[config.mk]
export PLATFORM = sky130hd
export DESIGN_NAME = toggle_rate_sweep_ctrl_flat
export DESIGN_NICKNAME = d
export VERILOG_FILES = /design/src/rtl/toggle_rate_sweep_ctrl_if.sv /design/src/rtl/toggle_rate_sweep_ctrl.sv /design/src/flat_wrapper.sv
export SDC_FILE = /design/constraint.sdc
export NUM_CORES = 1
export LEC_CHECK = 0
export ABC_CLOCK_PERIOD_IN_PS = 4700
export CORE_MARGIN = 2
export CORE_UTILIZATION = 30
export DETAILED_ROUTE_END_ITERATION = 8
export GPL_TIMING_DRIVEN = 0
export PLACE_DENSITY_LB_ADDON = 0.25
export SLEW_MARGIN = 30
export SYNTH_ARGS = -nofsm -noshare
export SYNTH_HDL_FRONTEND = slang
export SYNTH_SLANG_ARGS = --single-unit
[constraint.sdc]
create_clock -name clk -period 4.7 [get_ports clk]
set_input_delay 1.175 -clock clk [delete_from_list [all_inputs] [get_ports clk]]
set_output_delay 1.175 -clock clk [all_outputs]
set_load 0.1 [all_outputs]
[src/rtl/toggle_rate_sweep_ctrl_if.sv]
// Run-control bundle between the sweep controller and its user/daisy chain.
// Handshake: start is a level sampled only while idle; abort is a level sampled
// every cycle; activity_valid and done are single-cycle strobes with no ready,
// so the consumer must capture them on the cycle they are high.
interface toggle_rate_sweep_ctrl_if;
  logic        start;
  logic        abort;
  logic        ram_o;
  logic        chain_rst;
  logic [6:0]  toggle_rate;
  logic        busy;
  logic [7:0]  step_idx;
  logic        activity_valid;
  logic [15:0] activity_cnt;
  logic        done;
  logic [2:0]  state_dbg;

  modport slave (
    input  start, abort, ram_o,
    output chain_rst, toggle_rate, busy, step_idx,
           activity_valid, activity_cnt, done, state_dbg
  );

  modport master (
    output start, abort, ram_o,
    input  chain_rst, toggle_rate, busy, step_idx,
           activity_valid, activity_cnt, done, state_dbg
  );
endinterface

[src/rtl/toggle_rate_sweep_ctrl.sv]
// Sweeps the BRAM daisy chain through a programmed set of toggle rates.
// Each step: hold chain reset, let the pipeline fill, dwell while counting
// ram_o transitions, then emit a one-cycle report tagged with rate and index.
module toggle_rate_sweep_ctrl #(
  parameter int RATE_MIN      = 0,
  parameter int RATE_MAX      = 100,
  parameter int RATE_STEP     = 10,
  parameter int RST_CYCLES    = 4,
  parameter int SETTLE_CYCLES = 128,
  parameter int DWELL_CYCLES  = 1000000
) (
  input  logic                      clk,
  input  logic                      irst_n,
  toggle_rate_sweep_ctrl_if.slave   bus
);

  typedef enum logic [2:0] {
    S_IDLE   = 3'd0,
    S_RESET  = 3'd1,
    S_SETTLE = 3'd2,
    S_DWELL  = 3'd3,
    S_REPORT = 3'd4,
    S_DONE   = 3'd5
  } state_t;

  generate
    if (RATE_MAX > 100 || RATE_MIN < 0 || RATE_MIN > RATE_MAX || RATE_STEP <= 0 ||
        RST_CYCLES <= 0 || SETTLE_CYCLES <= 0 || DWELL_CYCLES <= 0 ||
        DWELL_CYCLES > 24'hFFFFFF) begin : g_bad_params
      $error("toggle_rate_sweep_ctrl: illegal parameter combination");
    end
  endgenerate

  logic [1:0]  rst_sync_q;
  logic        rst_n_int;
  state_t      state_q, state_d;
  logic [31:0] cyc_q, cyc_d;
  logic [15:0] cnt_q, cnt_d;
  logic [6:0]  rate_q, rate_d;
  logic [7:0]  step_q, step_d;
  logic        ram_o_q;
  logic        chain_rst_q, busy_q, valid_q, done_q;
  logic [15:0] act_cnt_q;
  logic [7:0]  nxt_rate;

  // Reset asserts immediately, releases two clocks after irst_n rises.
  always_ff @(posedge clk or negedge irst_n) begin
    if (!irst_n) rst_sync_q <= 2'b00;
    else         rst_sync_q <= {rst_sync_q[0], 1'b1};
  end
  assign rst_n_int = rst_sync_q[1];

  // 8-bit sum so a rate near 100 plus the step cannot wrap back into range.
  assign nxt_rate = {1'b0, rate_q} + 8'(RATE_STEP);

  // Next-state, phase counter, transition counter and rate/index updates.
  always_comb begin
    state_d = state_q;
    cyc_d   = cyc_q;
    cnt_d   = cnt_q;
    rate_d  = rate_q;
    step_d  = step_q;
    case (state_q)
      S_IDLE: begin
        cyc_d  = 32'd0;
        rate_d = 7'd0;
        if (bus.start && !bus.abort) begin
          state_d = S_RESET;
          rate_d  = 7'(RATE_MIN);
          step_d  = 8'd0;
        end
      end
      S_RESET: begin
        if (cyc_q == 32'(RST_CYCLES - 1)) begin
          state_d = S_SETTLE;
          cyc_d   = 32'd0;
          cnt_d   = 16'd0;
        end else begin
          cyc_d = cyc_q + 32'd1;
        end
      end
      S_SETTLE: begin
        if (cyc_q == 32'(SETTLE_CYCLES - 1)) begin
          state_d = S_DWELL;
          cyc_d   = 32'd0;
        end else begin
          cyc_d = cyc_q + 32'd1;
        end
      end
      S_DWELL: begin
        if (bus.ram_o != ram_o_q && cnt_q != 16'hFFFF) cnt_d = cnt_q + 16'd1;
        if (cyc_q == 32'(DWELL_CYCLES - 1)) begin
          state_d = S_REPORT;
          cyc_d   = 32'd0;
        end else begin
          cyc_d = cyc_q + 32'd1;
        end
      end
      S_REPORT: begin
        if (nxt_rate > 8'(RATE_MAX)) begin
          state_d = S_DONE;
          rate_d  = 7'd0;
        end else begin
          state_d = S_RESET;
          rate_d  = nxt_rate[6:0];
          step_d  = step_q + 8'd1;
        end
      end
      S_DONE: begin
        state_d = S_IDLE;
        rate_d  = 7'd0;
      end
      default: begin
        state_d = S_IDLE;
        rate_d  = 7'd0;
      end
    endcase
    // Abort overrides every transition, including the final REPORT->DONE.
    if (bus.abort && state_q != S_IDLE) begin
      state_d = S_IDLE;
      rate_d  = 7'd0;
      cyc_d   = 32'd0;
    end
  end

  // State and datapath registers; outputs are decoded from the next state so
  // they line up with the state they describe.
  always_ff @(posedge clk or negedge rst_n_int) begin
    if (!rst_n_int) begin
      state_q     <= S_IDLE;
      cyc_q       <= 32'd0;
      cnt_q       <= 16'd0;
      rate_q      <= 7'd0;
      step_q      <= 8'd0;
      ram_o_q     <= 1'b0;
      chain_rst_q <= 1'b1;
      busy_q      <= 1'b0;
      valid_q     <= 1'b0;
      done_q      <= 1'b0;
      act_cnt_q   <= 16'd0;
    end else begin
      state_q     <= state_d;
      cyc_q       <= cyc_d;
      cnt_q       <= cnt_d;
      rate_q      <= rate_d;
      step_q      <= step_d;
      ram_o_q     <= bus.ram_o;
      chain_rst_q <= (state_d == S_IDLE) || (state_d == S_RESET) || (state_d == S_DONE);
      busy_q      <= (state_d == S_RESET) || (state_d == S_SETTLE) ||
                     (state_d == S_DWELL) || (state_d == S_REPORT);
      valid_q     <= (state_d == S_REPORT);
      done_q      <= (state_d == S_DONE);
      if (state_d == S_REPORT) act_cnt_q <= cnt_d;
    end
  end

  assign bus.chain_rst      = chain_rst_q;
  assign bus.toggle_rate    = rate_q;
  assign bus.busy           = busy_q;
  assign bus.step_idx       = step_q;
  assign bus.activity_valid = valid_q;
  assign bus.activity_cnt   = act_cnt_q;
  assign bus.done           = done_q;
  assign bus.state_dbg      = state_q;

endmodule

[src/flat_wrapper.sv]
// flat-port wrapper written by rule: the top's interface ports become plain ports
module toggle_rate_sweep_ctrl_flat 
#(
  parameter int RATE_MIN      = 0,
  parameter int RATE_MAX      = 100,
  parameter int RATE_STEP     = 10,
  parameter int RST_CYCLES    = 4,
  parameter int SETTLE_CYCLES = 128,
  parameter int DWELL_CYCLES  = 1000000
)
  (clk, irst_n, bus_start, bus_abort, bus_ram_o, bus_chain_rst, bus_toggle_rate, bus_busy, bus_step_idx, bus_activity_valid, bus_activity_cnt, bus_done, bus_state_dbg);
  toggle_rate_sweep_ctrl_if bus_i ();
  input  logic clk;
  input  logic irst_n;
  input wire logic [$bits(bus_i.start)-1:0] bus_start;
  input wire logic [$bits(bus_i.abort)-1:0] bus_abort;
  input wire logic [$bits(bus_i.ram_o)-1:0] bus_ram_o;
  output wire logic [$bits(bus_i.chain_rst)-1:0] bus_chain_rst;
  output wire logic [$bits(bus_i.toggle_rate)-1:0] bus_toggle_rate;
  output wire logic [$bits(bus_i.busy)-1:0] bus_busy;
  output wire logic [$bits(bus_i.step_idx)-1:0] bus_step_idx;
  output wire logic [$bits(bus_i.activity_valid)-1:0] bus_activity_valid;
  output wire logic [$bits(bus_i.activity_cnt)-1:0] bus_activity_cnt;
  output wire logic [$bits(bus_i.done)-1:0] bus_done;
  output wire logic [$bits(bus_i.state_dbg)-1:0] bus_state_dbg;
  assign bus_i.start = bus_start;
  assign bus_i.abort = bus_abort;
  assign bus_i.ram_o = bus_ram_o;
  assign bus_chain_rst = bus_i.chain_rst;
  assign bus_toggle_rate = bus_i.toggle_rate;
  assign bus_busy = bus_i.busy;
  assign bus_step_idx = bus_i.step_idx;
  assign bus_activity_valid = bus_i.activity_valid;
  assign bus_activity_cnt = bus_i.activity_cnt;
  assign bus_done = bus_i.done;
  assign bus_state_dbg = bus_i.state_dbg;
  toggle_rate_sweep_ctrl #(.RATE_MIN(RATE_MIN), .RATE_MAX(RATE_MAX), .RATE_STEP(RATE_STEP), .RST_CYCLES(RST_CYCLES), .SETTLE_CYCLES(SETTLE_CYCLES), .DWELL_CYCLES(DWELL_CYCLES)) u_core (.clk(clk), .irst_n(irst_n), .bus(bus_i));
endmodule
-- After elaboration in Yosys (flattened, before gate mapping)
Index checks and enable logic that the tools add are counted.
Widths: inputs -> output; s select.
- register bits after elaboration: 89
- memory bits (writable): 0
- ROM bits: 0
- input bits: 5
- output and inout bits: 38
- latch bits: 0
- word-level logic and storage cells: 71
- memories: 0
- reduce and logical (&&, ||, !) cells: 16
- multipliers: 0
- order comparisons: 1
- shifts and indexed selects: 0
- equal/unequal tests: 17
- bitwise gates (word level): 0
- add/sub/neg operators: 4
- divide/modulo/power cells: 0
- multiplexer cells: 21
- operator list (operator ; number):
    $mux 32 ; 4
    $pmux 32 s4 ; 1
    $add 32x1->32 const B ; 1
    $eq 32x2->1 const B ; 1
    $eq 32x20->1 const B ; 1
    $eq 32x7->1 const B ; 1
    $mux 16 ; 2
    $pmux 16 s2 ; 1
    $mux 3 ; 6
    $add 16x1->16 const B ; 1
    $mux 8 ; 2
    $ne 16x16->1 const B ; 1
    $pmux 8 s2 ; 1
    $pmux 3 s5 ; 1
    $mux 7 ; 2
    $pmux 7 s2 ; 1
    $eq 3x2->1 const B ; 4
    $eq 3x3->1 const B ; 3
    $add 7x4->8 const B ; 1
    $add 8x1->8 const B ; 1
    $gt 8x7->1 const B ; 1
    $eq 3x1->1 const B ; 2
    $logic_not 3->1 ; 2
    $logic_or 1x1->1 ; 5
    other kinds (10) ; 13

-- Logic depth before layout (Yosys ltp)
- depth in word-level cells: 9
- depth in mapped cells: 8

-- Worst setup path after synthesis
No wires, ideal clock.
- kind: flip-flop to flip-flop
- start: reg u_core.rate_q[1], in the netlist u_core.bus.toggle_rate[1]
- end: reg u_core.step_q[7], in the netlist u_core.bus.step_idx[7]
- clock period less this slack: 2992 ps
- data required time: 4623 ps
- path slack: 1708 ps
- data arrival time: 2915 ps
- stages on the path, launching flop included: 8
- setup time: 77 ps
- cell sequence: dfrtp_1 > ha_1 > nor2b_1 > nor4b_1 > a2111oi_0 > o31a_1 > or4_1 > a21oi_1
- word-level cells in the longest chain between the ends: 4
- ends and longest elaborated chain (what ; RTL line ; RTL):
    from (decl) ; toggle_rate_sweep_ctrl.sv:39 ; logic [6:0] rate_q, rate_d;
    from (signal assigned) ; toggle_rate_sweep_ctrl.sv:145 ; rate_q <= rate_d;
    $add 7x4->8 ; toggle_rate_sweep_ctrl.sv:54 ; assign nxt_rate = {1'b0, rate_q} + 8'(RATE_STEP);
    $gt 8x7->1 ; toggle_rate_sweep_ctrl.sv:100 ; if (nxt_rate > 8'(RATE_MAX)) begin
    $ne 2x2->1 (no source line) ; n/a ;
    $reduce_and 3->1 (no source line) ; n/a ;
    to (signal assigned) ; toggle_rate_sweep_ctrl.sv:146 ; step_q <= step_d;
    to (decl) ; toggle_rate_sweep_ctrl.sv:40 ; logic [7:0] step_q, step_d;
Every way passes these cells.
A chain may end at the register's enable or synchronous reset.

-- Worst setup path after layout
- start: reg u_core.state_q[1], in the netlist u_core.bus.state_dbg[1]
- end: out bus_state_dbg[1]
- RTL lines (what ; RTL line ; RTL):
    from (decl) ; toggle_rate_sweep_ctrl.sv:36 ; state_t state_q, state_d;
    from (signal assigned) ; toggle_rate_sweep_ctrl.sv:142 ; state_q <= state_d;
    to (decl) ; flat_wrapper.sv:25 ; output wire logic [$bits(bus_i.state_dbg)-1:0] bus_state_dbg;
No word-level cell between the ends.

==> impl_metrics.tcl <==
set metrics [dict create \
    synth_top_family_by_area "simple AND/OR/NAND/NOR gates" \
    cpLargestDelayFamily "buffers and inverters" \
    cp_data_required_time_ns 3.52 \
    fin_ws_ns 1.43 \
    syn_to_final_growth_pct 20.5 \
    clock_path_buffers 2 \
    antenna_found_initial 0 \
    ys_types 73 \
    end_kind "primary output" \
    grt_pass1_wl_um 20600 \
    synth.top_cells.by_area "dfrtp_1 45%, mux2_2 4.4%, nand2_1 4.4%, nand3_1 4.3%, nor2_1 2.8%" \
    holdCritPathClass "reg2async" \
    irDropWorstVdd_v 0.000199 \
    cts_resized 0 \
    nets 580 \
    status "finished clean" \
    power.internal_mw 1.24 \
    grt_max_degree 47 \
    rsz0062_at_grt "false" \
    cts_hold_buf 0 \
    slowest_delay_ns 1.21 \
    grt_pass1_vias 4114 \
    synthArstFlopShare 1.00 \
    synth_top_cell_by_area "dfrtp_1" \
    synthCells 519 \
    synth_fa_ha_area_frac 0.0103 \
    vias_per_cell 5.30 \
    cp_slowest_cell "clkdlybuf4s50_1" \
    seq_area_frac_synth 0.452 \
    dr.pass1.iters 4 \
    cp.arrival_ns 2.10 \
    clock_skew_ns 0.00977 \
    cts.sinks 88 \
    drv_slew 0 \
    io_pins 43 \
    yosys_warnings 0 \
    period_share 0.697 \
    drcViolationCount 0 \
    p_per_area_nw_per_um2 307 \
    pwr-share-seq 0.444 \
    switching_share 0.313 \
    worst_pin_slew_ns 0.982 \
    synth-xor-area-share 0.0108 \
    cp_max_fo 8 \
    clock-root-buffer "clkbuf_16" \
    post_drt_wl_per_cell_um 15.3 \
    drive_above_1_share 0.115 \
    gr-total-overflow 0 \
    dieArea_um2 17300 \
    num_rows 46 \
    post-route-min-period_ns 3.27 \
    avgSynthCellArea_um2 9.40 \
    synth_top_area_frac 0.446 \
    syn_area_um2 4880 \
    worstPathCellList "clkdlybuf4s50_1" \
    synth.net_count 528 \
    slew_headroom 0.343 \
    postLayoutCoreUtil 0.370 \
    ctsHtreeMaxLevel 3 \
    clkPwrFrac 0.395 \
    place_ws_ns 1.32 \
    cts_tree "done" \
    switchingPower_mw 0.566 \
    multi_input_area_um2 2530 \
    path_buf_inv 1 \
    seq_area_um2 2210 \
    synth-simple-area-share 0.275 \
    hpwl_um 8750 \
    post_cts_buffers 0 \
    gp_congestion 0.849 \
    synth_edf_count 0 \
    cts_buffers 9 \
    hold_viol 0 \
    ys_ff_latch 88 \
    pwr-share-comb 0.161 \
    setup_viol 0 \
    critPathLaunchType "flip-flop" \
    port_buffers 40 \
    clock_latency_ns 0.35 \
    synth_flop_cell "dfrtp_1" \
    critPathKind "reg2out" \
    routed_wl_um 12100 \
    grt_use_total 0.145 \
    cts.reportedPaths.clkPinSlew_ns 0.07 \
    dieWidth_um 132 \
    drtAntennaViolNets 0 \
    p_leak_nw 2.46 \
    via_count 4196 \
    die_y_um 132 \
    initial_core_util 0.307 \
    fmax_mhz 305 \
    cap_violations 0 \
    fill_cells 1622 \
    antenna_cells 0 \
    core_area_um2 15900 \
    synthMuxAreaShare 0.0603 \
    drt_iter0_markers 259 \
    synth-compound-area-share 0.159 \
    tns_ns 0 \
]
[cell usage after synthesis, types with 7 or more instances]
master     n
clkbuf_1  13
a21o_1     7
nand3_1   42
nand2_1   57
mux2_2    19
nor3_1    16
and2_1     7
a21oi_1   22
inv_1      7
o211ai_1   8
and3_1    11
dfrtp_1   87
or3_1     12
a22o_1    15
o21ai_0   27
nand4_1   14
nor2_1    36
nor4_1    12
[power by group through the flow]
stage                     sequential, mW  clock (mW)  combinational [mW]
after CTS                          0.802       0.734               0.292
after global placement             0.824           0               0.278
after floorplan                    0.881           0               0.139
after global routing               0.806       0.771               0.317
after detailed placement           0.817           0               0.290
final                              0.802       0.713               0.291
[final timing paths]
kind / from / end / slack, ns / cells after the start
setup / recovery: u_core.bus.state_dbg[1] / bus_state_dbg[1] / 1.43 / 1
hold / removal: u_core.rst_sync_q[1] / u_core.bus.activity_cnt[2] / 0.32 / 0
setup reg to reg: u_core.cyc_q[0] / u_core.cyc_q[16] / 1.94 / 8
hold reg to reg: u_core.rst_sync_q[1] / u_core.bus.activity_cnt[2] / 0.32 / 0
max in group asynchronous: irst_n / u_core.rst_sync_q[1] / 3.59 / 1
min in group clk: u_core.rst_sync_q[0] / u_core.rst_sync_q[1] / 0.36 / 0
[state kept, by name, summed over array words and instances, names as in the netlist]
name                       cells
u_core.bus.activity_cnt       16
u_core.bus.activity_valid      1
u_core.bus.busy                1
u_core.bus.chain_rst           1
u_core.bus.done                1
u_core.bus.state_dbg           3
u_core.bus.step_idx            8
u_core.bus.toggle_rate         6
u_core.cnt_q                  16
u_core.cyc_q                  32
u_core.ram_o_q                 1
u_core.rst_sync_q              2
[placed cells by master, fill, tap and decap left out, types with 12 or more instances in the layout]
master	netlist	final
clkbuf_1	13	13
dfrtp_1	87	86
nand3_1	42	42
or3_1	12	12
a21oi_1	22	22
nor4_1	12	12
o21ai_0	27	27
a22o_1	15	15
clkdlybuf4s50_1	0	40
mux2_2	19	19
nor3_1	16	15
nand2_1	57	57
nand4_1	14	14
nor2_1	36	36
[logic make-up after synthesis]
kind of cell | Yosys count
simple gates | 247
compound gates | 116
flops | 88
buf+inv | 30
mux | 26
xor+xnor | 6
fa+ha+maj | 4
other cells | 2
[final cells by class]
type,count,area share
clock inverter,6,0.00936
clock buffer,10,0.0406
timing repair buffer,41,0.0728
sequential,88,0.375
multi-input combinational,401,0.430
tap,216,0.0459
buffer,23,0.0217
inverter,7,0.00447
[layer usage]
metal,global-route usage,share of wire,wire (µm)
met5,0,0,0
met4,0.0393,0.0075,91
met3,0.0359,0.038,457
met2,0.233,0.46,5600
met1,0.196,0.49,5990
[stage by stage]
| stage | power (mW) | area (µm²) | cells | hold slack, ns |
|---|---|---|---|---|
| 2_1_floorplan | 1.02 | 4880 | 519 | 0.331 |
| 3_3_place_gp | 1.10 | 5550 | 775 | 0.336 |
| 3_5_place_dp | 1.11 | 5580 | 776 | 0.334 |
| 4_1_cts | 1.83 | 5880 | 792 | 0.341 |
| 5_1_grt | 1.89 | 5880 | 792 | 0.371 |
| 6_report | 1.81 | 5880 | 792 | 0.316 |
Note: power is estimated with default switching activity, not from simulation.
